===== src/rtl/mem_arbiter_pkg.sv =====
// Shared widths, FSM state and owner encodings for the memory arbiter.
package mem_arbiter_pkg;

  localparam int unsigned WORD  = 32;
  localparam int unsigned ADDR  = 16;
  // Holds MEM_LAT-1 for MEM_LAT in 1..4.
  localparam int unsigned CNT_W = 2;

  typedef enum logic [1:0] {
    StIdle,
    StIssue,
    StWait,
    StDone
  } state_e;

  typedef enum logic {
    OwnIf = 1'b0,
    OwnD  = 1'b1
  } owner_e;

endpackage


===== src/rtl/mem_arbiter_if.sv =====
// Fetch, data and memory-port signals of the arbiter. Suffixes are from the arbiter's view.
interface mem_arbiter_if import mem_arbiter_pkg::*; ();

  logic            if_req_i;
  logic [ADDR-1:0] if_addr_i;
  logic            if_flush_i;
  logic            if_ack_o;
  logic [WORD-1:0] if_inst_o;
  logic            if_stall_o;

  logic            d_req_i;
  logic            d_we_i;
  logic [ADDR-1:0] d_addr_i;
  logic [WORD-1:0] d_wdata_i;
  logic            d_done_o;
  logic [WORD-1:0] d_rdata_o;

  logic            mem_en_o;
  logic            mem_we_o;
  logic [ADDR-1:0] mem_addr_o;
  logic [WORD-1:0] mem_wdata_o;
  logic [WORD-1:0] mem_rdata_i;

  // Arbiter side.
  modport slave (
    input  if_req_i, if_addr_i, if_flush_i, d_req_i, d_we_i, d_addr_i, d_wdata_i, mem_rdata_i,
    output if_ack_o, if_inst_o, if_stall_o, d_done_o, d_rdata_o,
    output mem_en_o, mem_we_o, mem_addr_o, mem_wdata_o
  );

  // Requesters and memory side.
  modport master (
    output if_req_i, if_addr_i, if_flush_i, d_req_i, d_we_i, d_addr_i, d_wdata_i, mem_rdata_i,
    input  if_ack_o, if_inst_o, if_stall_o, d_done_o, d_rdata_o,
    input  mem_en_o, mem_we_o, mem_addr_o, mem_wdata_o
  );

endinterface


===== src/rtl/mem_arbiter_lat_counter.sv =====
// Memory latency countdown: load, decrement, zero flag.
module mem_arbiter_lat_counter import mem_arbiter_pkg::*; (
  input  logic             clk,
  input  logic             rst,
  input  logic             load_i,
  input  logic [CNT_W-1:0] load_val_i,
  input  logic             dec_i,
  output logic             zero_o
);

  logic [CNT_W-1:0] cnt_q, cnt_d;

  // Load has priority; decrement saturates at zero.
  always_comb begin
    cnt_d = cnt_q;
    if (load_i) begin
      cnt_d = load_val_i;
    end else if (dec_i && (cnt_q != '0)) begin
      cnt_d = cnt_q - 1'b1;
    end
  end

  // Count register.
  always_ff @(posedge clk or posedge rst) begin
    if (rst) begin
      cnt_q <= '0;
    end else begin
      cnt_q <= cnt_d;
    end
  end

  assign zero_o = (cnt_q == '0);

endmodule


===== src/rtl/mem_arbiter.sv =====
// Round-robin arbiter sharing one memory port between instruction fetch and data access.
module mem_arbiter import mem_arbiter_pkg::*; #(
  parameter int unsigned MEM_LAT = 2
) (
  input logic          clk,
  input logic          rst,
  mem_arbiter_if.slave bus
);

  localparam logic [CNT_W-1:0] LoadVal = CNT_W'(MEM_LAT - 1);

  state_e          state_q, state_d;
  owner_e          owner_q, owner_d;
  owner_e          last_q, last_d;
  logic            we_lat_q, we_lat_d;
  logic            flushed_q, flushed_d;
  logic            mem_en_q, mem_en_d;
  logic            mem_we_q, mem_we_d;
  logic [ADDR-1:0] mem_addr_q, mem_addr_d;
  logic [WORD-1:0] mem_wdata_q, mem_wdata_d;
  logic            if_ack_q, if_ack_d;
  logic [WORD-1:0] if_inst_q, if_inst_d;
  logic            d_done_q, d_done_d;
  logic [WORD-1:0] d_rdata_q, d_rdata_d;

  logic cnt_load, cnt_dec, cnt_zero;
  logic flush_hit;
  logic grant_data;

  mem_arbiter_lat_counter u_lat_counter (
    .clk        (clk),
    .rst        (rst),
    .load_i     (cnt_load),
    .load_val_i (LoadVal),
    .dec_i      (cnt_dec),
    .zero_o     (cnt_zero)
  );

  // A flush only matters while a fetch owns the memory port.
  assign flush_hit = bus.if_flush_i && (owner_q == OwnIf) && (state_q != StIdle);

  // Next-state, arbitration and registered-output logic.
  always_comb begin
    state_d     = state_q;
    owner_d     = owner_q;
    last_d      = last_q;
    we_lat_d    = we_lat_q;
    flushed_d   = flushed_q;
    mem_en_d    = 1'b0;
    mem_we_d    = 1'b0;
    mem_addr_d  = mem_addr_q;
    mem_wdata_d = mem_wdata_q;
    if_ack_d    = 1'b0;
    if_inst_d   = if_inst_q;
    d_done_d    = 1'b0;
    d_rdata_d   = d_rdata_q;
    cnt_load    = 1'b0;
    cnt_dec     = 1'b0;
    grant_data  = 1'b0;

    unique case (state_q)
      StIdle: begin
        flushed_d = 1'b0;
        if (bus.if_req_i || bus.d_req_i) begin
          // Data wins only when alone or when fetch was served last.
          grant_data = bus.d_req_i && (!bus.if_req_i || (last_q == OwnIf));
          mem_en_d   = 1'b1;
          state_d    = StIssue;
          if (grant_data) begin
            owner_d     = OwnD;
            we_lat_d    = bus.d_we_i;
            mem_we_d    = bus.d_we_i;
            mem_addr_d  = bus.d_addr_i;
            mem_wdata_d = bus.d_wdata_i;
          end else begin
            owner_d     = OwnIf;
            we_lat_d    = 1'b0;
            mem_addr_d  = bus.if_addr_i;
            mem_wdata_d = '0;
          end
        end
      end
      StIssue: begin
        cnt_load = 1'b1;
        state_d  = StWait;
        if (flush_hit) flushed_d = 1'b1;
      end
      StWait: begin
        if (flush_hit) flushed_d = 1'b1;
        if (cnt_zero) begin
          if (owner_q == OwnIf) begin
            if (!flushed_q && !flush_hit) if_inst_d = bus.mem_rdata_i;
          end else if (!we_lat_q) begin
            d_rdata_d = bus.mem_rdata_i;
          end
          state_d = StDone;
        end else begin
          cnt_dec = 1'b1;
        end
      end
      StDone: begin
        if (owner_q == OwnIf) begin
          if_ack_d = !flushed_q && !flush_hit;
        end else begin
          d_done_d = 1'b1;
        end
        last_d  = owner_q;
        state_d = StIdle;
      end
    endcase
  end

  // State and output registers.
  always_ff @(posedge clk or posedge rst) begin
    if (rst) begin
      state_q     <= StIdle;
      owner_q     <= OwnIf;
      last_q      <= OwnD;
      we_lat_q    <= 1'b0;
      flushed_q   <= 1'b0;
      mem_en_q    <= 1'b0;
      mem_we_q    <= 1'b0;
      mem_addr_q  <= '0;
      mem_wdata_q <= '0;
      if_ack_q    <= 1'b0;
      if_inst_q   <= '0;
      d_done_q    <= 1'b0;
      d_rdata_q   <= '0;
    end else begin
      state_q     <= state_d;
      owner_q     <= owner_d;
      last_q      <= last_d;
      we_lat_q    <= we_lat_d;
      flushed_q   <= flushed_d;
      mem_en_q    <= mem_en_d;
      mem_we_q    <= mem_we_d;
      mem_addr_q  <= mem_addr_d;
      mem_wdata_q <= mem_wdata_d;
      if_ack_q    <= if_ack_d;
      if_inst_q   <= if_inst_d;
      d_done_q    <= d_done_d;
      d_rdata_q   <= d_rdata_d;
    end
  end

  assign bus.mem_en_o    = mem_en_q;
  assign bus.mem_we_o    = mem_we_q;
  assign bus.mem_addr_o  = mem_addr_q;
  assign bus.mem_wdata_o = mem_wdata_q;
  assign bus.if_ack_o    = if_ack_q;
  assign bus.if_inst_o   = if_inst_q;
  assign bus.d_done_o    = d_done_q;
  assign bus.d_rdata_o   = d_rdata_q;
  assign bus.if_stall_o  = bus.if_req_i & ~if_ack_q;

endmodule


===== src/flat_wrapper.sv =====
// flat-port wrapper written by rule: the top's interface ports become plain ports
module mem_arbiter_flat import mem_arbiter_pkg::*;
#(
  parameter int unsigned MEM_LAT = 2
)
  (clk, rst, bus_if_req_i, bus_if_addr_i, bus_if_flush_i, bus_d_req_i, bus_d_we_i, bus_d_addr_i, bus_d_wdata_i, bus_mem_rdata_i, bus_if_ack_o, bus_if_inst_o, bus_if_stall_o, bus_d_done_o, bus_d_rdata_o, bus_mem_en_o, bus_mem_we_o, bus_mem_addr_o, bus_mem_wdata_o);
  mem_arbiter_if bus_i ();
  input logic clk;
  input logic rst;
  input wire logic [$bits(bus_i.if_req_i)-1:0] bus_if_req_i;
  input wire logic [$bits(bus_i.if_addr_i)-1:0] bus_if_addr_i;
  input wire logic [$bits(bus_i.if_flush_i)-1:0] bus_if_flush_i;
  input wire logic [$bits(bus_i.d_req_i)-1:0] bus_d_req_i;
  input wire logic [$bits(bus_i.d_we_i)-1:0] bus_d_we_i;
  input wire logic [$bits(bus_i.d_addr_i)-1:0] bus_d_addr_i;
  input wire logic [$bits(bus_i.d_wdata_i)-1:0] bus_d_wdata_i;
  input wire logic [$bits(bus_i.mem_rdata_i)-1:0] bus_mem_rdata_i;
  output wire logic [$bits(bus_i.if_ack_o)-1:0] bus_if_ack_o;
  output wire logic [$bits(bus_i.if_inst_o)-1:0] bus_if_inst_o;
  output wire logic [$bits(bus_i.if_stall_o)-1:0] bus_if_stall_o;
  output wire logic [$bits(bus_i.d_done_o)-1:0] bus_d_done_o;
  output wire logic [$bits(bus_i.d_rdata_o)-1:0] bus_d_rdata_o;
  output wire logic [$bits(bus_i.mem_en_o)-1:0] bus_mem_en_o;
  output wire logic [$bits(bus_i.mem_we_o)-1:0] bus_mem_we_o;
  output wire logic [$bits(bus_i.mem_addr_o)-1:0] bus_mem_addr_o;
  output wire logic [$bits(bus_i.mem_wdata_o)-1:0] bus_mem_wdata_o;
  assign bus_i.if_req_i = bus_if_req_i;
  assign bus_i.if_addr_i = bus_if_addr_i;
  assign bus_i.if_flush_i = bus_if_flush_i;
  assign bus_i.d_req_i = bus_d_req_i;
  assign bus_i.d_we_i = bus_d_we_i;
  assign bus_i.d_addr_i = bus_d_addr_i;
  assign bus_i.d_wdata_i = bus_d_wdata_i;
  assign bus_i.mem_rdata_i = bus_mem_rdata_i;
  assign bus_if_ack_o = bus_i.if_ack_o;
  assign bus_if_inst_o = bus_i.if_inst_o;
  assign bus_if_stall_o = bus_i.if_stall_o;
  assign bus_d_done_o = bus_i.d_done_o;
  assign bus_d_rdata_o = bus_i.d_rdata_o;
  assign bus_mem_en_o = bus_i.mem_en_o;
  assign bus_mem_we_o = bus_i.mem_we_o;
  assign bus_mem_addr_o = bus_i.mem_addr_o;
  assign bus_mem_wdata_o = bus_i.mem_wdata_o;
  mem_arbiter #(.MEM_LAT(MEM_LAT)) u_core (.clk(clk), .rst(rst), .bus(bus_i));
endmodule

===== config.mk =====
export PLATFORM = sky130hd
export DESIGN_NAME = mem_arbiter_flat
export DESIGN_NICKNAME = d
export VERILOG_FILES = /design/src/rtl/mem_arbiter_pkg.sv /design/src/rtl/mem_arbiter_if.sv /design/src/rtl/mem_arbiter_lat_counter.sv /design/src/rtl/mem_arbiter.sv /design/src/flat_wrapper.sv
export SDC_FILE = /design/constraint.sdc
export NUM_CORES = 1
export LEC_CHECK = 0
export ABC_AREA = 1
export ABC_CLOCK_PERIOD_IN_PS = 3500
export CORE_AREA = 2 2 86 170
export DETAILED_ROUTE_END_ITERATION = 8
export DIE_AREA = 0 0 88 172
export GPL_TIMING_DRIVEN = 0
export MAX_ROUTING_LAYER = met4
export PLACE_DENSITY_LB_ADDON = 0.2
export SLEW_MARGIN = 10
export SYNTH_ARGS = -nofsm -noshare
export SYNTH_HDL_FRONTEND = slang
export SYNTH_SLANG_ARGS = --single-unit

===== constraint.sdc =====
create_clock -name clk -period 3.5 [get_ports clk]
set_clock_uncertainty 0.1 [all_clocks]
set_input_delay 0.35 -clock clk [delete_from_list [all_inputs] [get_ports clk]]
set_output_delay 0.35 -clock clk [all_outputs]
set_load 0.1 [all_outputs]

==> qor.txt, run 1 <==
most frequent CP cell: clkdlybuf4s50_1
Post-Synth Simple-Gate Area: 0.2670
setup bufs post-CTS: 0
die height: 172 um
clk slew on worst S/H paths: 0.07 ns
TritonRoute pass-1 iters: 4
worst setup path end: bus_if_stall_o
Post-CTS Resized: 0
yosys warns: 0
syn nets: 701
Worst Path Max Fanout: 3
Worst R2R Path Depth: 8
largest net degree at the start of global routing: 40
Total Die Area: 0.01514 mm2
XOR/XNOR Fraction of Synth Area: 0
Nets: 940
CP delay by family, top: buffers and inverters
WL/cell: 14.35 um
number of buffers created by CTS: 17
most frequent cells in the layout: 255 x nand2_1, 217 x clkdlybuf4s50_1, 123 x dfrtp_1
Setup CP Type: primary input to output pin
via count: 4741
sequential area share after synthesis: 0.6034
CTS tree: built
DRC viols: 0
worst endpoint required time: 3.05 ns
first-pass GRT wire length: 23.94 mm
DP Wirelength: 11.54 mm
GR Util All Layers: 0.2086
gpl congestion: 0.8057
die width: 88 um
Antenna Cells: 0
Placed Instances: 1003
cells along the critical path: clkdlybuf4s50_1 -> inv_1 -> nor2_1 -> clkdlybuf4s50_1
Least-Margin Pin Slew: 1.033 ns
# Max-Cap Violations: 0
status: completed
H-tree Lvls: 4
final setup violation count: 0
Setup TNS: 0 ns
post-route ant nets: 0
initial antenna violation count: 0
Worst R2R Start: u_core.state_q[0]$_DFFE_PP0P_
fin util: 0.5932
Max-slew headroom: 0.3089
crit path launch type: primary input
min-delay worst type: primary input to asynchronous set/reset pin
# hold bufs at CTS: 0
largest family of logic cells by synthesized area: simple AND/OR/NAND/NOR gates
CORE AREA: 0.01381 mm2
CP max stage delay: 1.13 ns
I/O pin count: 219
Yosys cell types: 20
vias in the first global route: 4908
total grt overflow: 0
#FFs+latches synth: 124
fmax: 0.3804 GHz
synthesized-area fraction occupied by adder cells: 0.01216
r2r endpoint: u_core.bus.d_rdata_o[20]$_DFFE_PP0P_
Worst path depth: 4
Syn Area/Cell: 8.662 um2
main area contributors after synthesis: dfrtp_1 60%, nand2_1 19%, nand3_1 5.2%, inv_1 4.5%, o21ai_0 3.7%
Max Slew Vio Count: 0
Sequential Area: 0.003104 mm2
Worst-Skew Late Latency: 0.40 ns
clock root buffer: clkbuf_16
crit end category: output pin
Synth area leader: dfrtp_1
Synth Instances: 594
final hold violations: 0
Clock Path Buffers: 2
CTS Sinks: 124
filler cell count: 1223
Post-Route WL: 14.85 mm
slowest cell on the critical path: clkdlybuf4s50_1
RSZ-0062 raised after global routing: no
Cell Rows: 61
mux cell area share after synthesis: 0
Final Cell Area: 0.008195 mm2
initial drt markers: 146
multi-input logic area: 0.001654 mm2
synthesized area: 0.005145 mm2
Port Buffers: 217
Final Cycle Share: 0.7510
CP Launch Point: bus_if_req_i
Final Critical Period: 2.629 ns
CP Buf/Inv Count: 3
share of Yosys cell area claimed by the top area cell type: 0.5982
placed instance area: 0.007617 mm2
layout cells sized above 1: 0.06974
register-to-register setup slack: 1.47 ns
leading cell type in the layout, fill and taps excluded: nand2_1
final std cells w/o fill: 1035
post-DR vias/cell: 4.581
Compound-Gate Fraction of Synth Area: 0.04232
Area growth, synth to finish: 59.29%
CP arrival: 2.18 ns
initial core utilization: 0.3724
## cell usage after synthesis
cell,count
nand2_1,255
dfrtp_1,123
inv_1,61
nand3_1,53
o21ai_0,38
nand3b_1,16
buf_2,15
clkbuf_1,10
ha_1,5
nor2_1,5
inv_2,3
buf_6,2
a21oi_1,1
a21oi_4,1
buf_4,1
clkinv_1,1
dfstp_2,1
nand4_1,1
nor2_2,1
o22ai_1,1
## worst min path at each step
stage	startpoint	end	slack [ns]	cells past startpoint
2_1_floorplan	u_core.last_q$_DFFE_PP1P_	u_core.last_q$_DFFE_PP1P_	0.34	2
3_3_place_gp	u_core.bus.d_rdata_o[10]$_DFFE_PP0P_	u_core.bus.d_rdata_o[10]$_DFFE_PP0P_	0.35	2
3_5_place_dp	u_core.bus.d_rdata_o[9]$_DFFE_PP0P_	u_core.bus.d_rdata_o[9]$_DFFE_PP0P_	0.36	2
4_1_cts	rst	u_core.bus.if_inst_o[21]$_DFFE_PP0P_	0.15	2
5_1_grt	rst	u_core.bus.if_inst_o[21]$_DFFE_PP0P_	0.18	2
6_report	rst	u_core.bus.if_inst_o[21]$_DFFE_PP0P_	0.15	2
## layer usage
layer | part of all wire | up-vias | GRT usage
met2 | 0.56 | 179 | 0.3821
li1 | - | 2310 | -
met1 | 0.37 | 2236 | 0.2142
met4 | 0.017 | 0 | 0.07023
met5 | 0 | - | -
met3 | 0.057 | 16 | 0.04726
## worst register-to-register path, stage by stage (launching register included)
cell and delay [ns]:
dfrtp_1 0.38, inv_1 0.10, ha_1 0.25, nand2_1 0.11, clkinv_1 0.23, nand2_1 0.25
clkbuf_1 0.38, nand2_1 0.09, nand2_1 0.08
## sequential cells by signal, summed over array words and instances (netlist names), 2 cells and up
name,count
u_core.bus.mem_wdata_o,32
u_core.u_lat_counter.cnt_q,2
u_core.bus.mem_addr_o,16
u_core.state_q,2
u_core.bus.if_inst_o,32
u_core.bus.d_rdata_o,32
## per-stage QoR
stage                     hold slack (ns)  worst slack, ns
after floorplan                    0.3420           0.9061
after global placement             0.3529           0.4227
after detailed placement           0.3579           0.8534
after CTS                          0.1456           0.8534
after global routing               0.1750           0.8335
final                              0.1485           0.8715
## layout make-up
class | instances | area share
inverter | 65 | 0.03023
buffer | 28 | 0.01740
clock buffer | 19 | 0.05405
tap | 189 | 0.02885
timing repair buffer | 220 | 0.2724
multi-input combinational | 377 | 0.2018
sequential | 124 | 0.3788
clock inverter | 13 | 0.01649
## cell families (layout without fill, tap and decap cells)
logic type / Yosys count / in the layout
fa+ha+maj: 5 / 5
simple gates: 331 / 331
buf+inv: 93 / 345
flops: 124 / 124
compound gates: 41 / 41
Power of run 1 is not shown: default switching activity piles up to over one toggle a cycle in this logic, so the estimate is an artifact.
==> run 2, diff against run 1 <==
Settings changed: ABC_CLOCK_PERIOD_IN_PS 3500 to 2700, CORE_AREA 2 2 86 170 to 2 2 81 160, DIE_AREA 0 0 88 172 to 0 0 83 162.
Clock period 3.5 ns to 2.7 ns, I/O delays scaled along.
==> run 2 against run 1 <==
Against the previous run: critical path depth stayed put; first-iteration DRC count is 6.2% higher; non-clock buffer count stayed put; sequential share of layout area is 0.18 points lower; register-to-register slack worse by 0.77 ns; highest routed layer unchanged; sequential cell count stayed put.
==> qor.txt, run 2 (synthesized netlist as in run 1, its figures left out) <==
status: completed
slowest cell on the critical path: clkdlybuf4s50_1
clk slew on worst S/H paths: 0.06 ns (about the same)
clock root buffer: clkbuf_16
I/O pin count: 219 (unchanged)
Worst Path Max Fanout: 3 (unchanged)
Setup TNS: 0 ns (unchanged)
Cell Rows: 57 (-6.6%)
leading cell type in the layout, fill and taps excluded: nand2_1
GR Util All Layers: 0.2323 (+0.02375)
fmax: 0.4116 GHz
Final Critical Period: 2.430 ns
die width: 83 um (-5.7%)
r2r endpoint: u_core.bus.if_inst_o[10]$_DFFE_PP0P_
register-to-register setup slack: 0.70 ns (-0.77 ns)
Max-slew headroom: 0.3050 (-0.003850)
crit path launch type: primary input
post-route ant nets: 0 (unchanged)
Setup CP Type: primary input to output pin
WHS Path Cells: 4
# hold bufs at CTS: 0 (unchanged)
initial core utilization: 0.4219 (+0.04944)
# Max-Cap Violations: 0 (unchanged)
final hold violations: 0 (unchanged)
H-tree Lvls: 4 (unchanged)
most frequent cells in the layout: 255 x nand2_1, 217 x clkdlybuf4s50_1, 123 x dfrtp_1
CP Buf/Inv Count: 3 (unchanged)
Clock Path Buffers: 2 (unchanged)
final setup violation count: 0 (unchanged)
final std cells w/o fill: 992 (-4.2%)
die height: 162 um (-5.8%)
RSZ-0062 raised after global routing: no
Post-CTS Resized: 0 (unchanged)
CORE AREA: 0.01220 mm2 (-12%)
DP Wirelength: 11.41 mm (-1.2%)
CTS Sinks: 124 (unchanged)
first-pass GRT wire length: 24.39 mm (+1.9%)
Total Die Area: 0.01345 mm2 (-11%)
initial antenna violation count: 0 (unchanged)
CP max stage delay: 1.13 ns (about the same)
worst setup margin: 0.2705 ns (-0.6010 ns)
largest net degree at the start of global routing: 37 (-7.5%)
Placed Instances: 961 (-4.2%)
pre-CTS setup slack: 0.2591 ns (-0.5942 ns)
WHS Endpoint: u_core.bus.mem_addr_o[14]$_DFFE_PP0P_
crit end category: output pin
WL/cell: 14.95 um (+4.2%)
number of buffers created by CTS: 17 (unchanged)
cells along the critical path: clkdlybuf4s50_1 -> inv_1 -> nor2_1 -> clkdlybuf4s50_1
Nets: 940 (unchanged)
Worst R2R Start: u_core.state_q[0]$_DFFE_PP0P_
filler cell count: 1007 (-18%)
Max Slew Vio Count: 0 (unchanged)
Final Cycle Share: 0.8998
Hold Slack: 0.1742 ns (+0.02565 ns)
Worst-Skew Late Latency: 0.40 ns (about the same)
initial drt markers: 155 (+6.2%)
most frequent CP cell: clkdlybuf4s50_1
total grt overflow: 0 (unchanged)
Post-Route WL: 14.83 mm (-0.18%)
vias in the first global route: 5182 (+5.6%)
Area growth, synth to finish: 60.04%
Port Buffers: 217 (unchanged)
worst hold start: bus_d_req_i
layout cells sized above 1: 0.06864 (-0.001101)
CP delay by family, top: buffers and inverters
Least-Margin Pin Slew: 1.039 ns (+0.005757 ns)
via count: 4795 (+1.1%)
setup bufs post-CTS: 0 (unchanged)
CP arrival: 2.06 ns (-0.12 ns)
gpl congestion: 0.8892 (+10%)
Worst R2R Path Depth: 9 (+1)
Antenna Cells: 0 (unchanged)
TritonRoute pass-1 iters: 4 (unchanged)
post-DR vias/cell: 4.834 (+5.5%)
CTS tree: built
worst endpoint required time: 2.33 ns (-0.72 ns)
DRC viols: 0 (unchanged)
min-delay worst type: primary input to register
-- run 2: changes by cell type in the layout (fill, tap and decap cells not counted) --
cell | previous run | this run
clkinv_4 | 6 | 4
clkinvlp_4 | 3 | 2
inv_6 | 3 | 2
bufinv_16 | 1 | 6
clkbuf_8 | 1 | 0
inv_8 | 1 | 0
-- run 2: worst max path at each step --
stage               cells past startpoint  slack [ns]                           from                                  end
floorplan                               1        0.19  u_core.bus.if_ack_o$_DFF_PP0_                       bus_if_stall_o
global placement                        2       -0.31                            rst  u_core.bus.d_rdata_o[4]$_DFFE_PP0P_
detailed placement                      4        0.26                   bus_if_req_i                       bus_if_stall_o
CTS                                     4        0.26                   bus_if_req_i                       bus_if_stall_o
global route                            4        0.24                   bus_if_req_i                       bus_if_stall_o
finish                                  4        0.27                   bus_if_req_i                       bus_if_stall_o
-- run 2: cell type report --
class                   instances  area, um2  area share
clock buffers                  18      429.2     0.05212
clock inverters                13      240.2     0.02917
repair buffers                220       2232      0.2711
flip-flops and latches        124       3104      0.3770
multi-input cells             377       1654      0.2009
inverters                      65      247.7     0.03009
plain buffers                  28      142.6     0.01732
well taps                     147      183.9     0.02234
-- run 2: tightest hold or removal path, delay by kind of cell --
| kind | cells | cell delay, ns |
|---|---|---|
| and+or+nand+nor | 3 | 0.22 |
| buffers and inverters | 1 | 0.15 |
-- run 2: per-stage QoR --
step,utilization,instance area [um2]
2_1_floorplan,-,5149
3_3_place_gp,0.6154,7505
3_5_place_dp,0.6203,7565
4_1_cts,0.6752,8234
5_1_grt,0.6752,8234
6_report,0.6752,8234
-- run 2: per-layer routing --
| metal | track usage | vias to the layer above | part of all wire |
|---|---|---|---|
| li1 | - | 2312 | - |
| met1 | 0.2322 | 2251 | 0.36 |
| met3 | 0.05335 | 30 | 0.056 |
| met4 | 0.09463 | 0 | 0.026 |
| met2 | 0.4293 | 202 | 0.55 |
| met5 | - | - | 0 |
Power of run 2 is left out for the same reason.
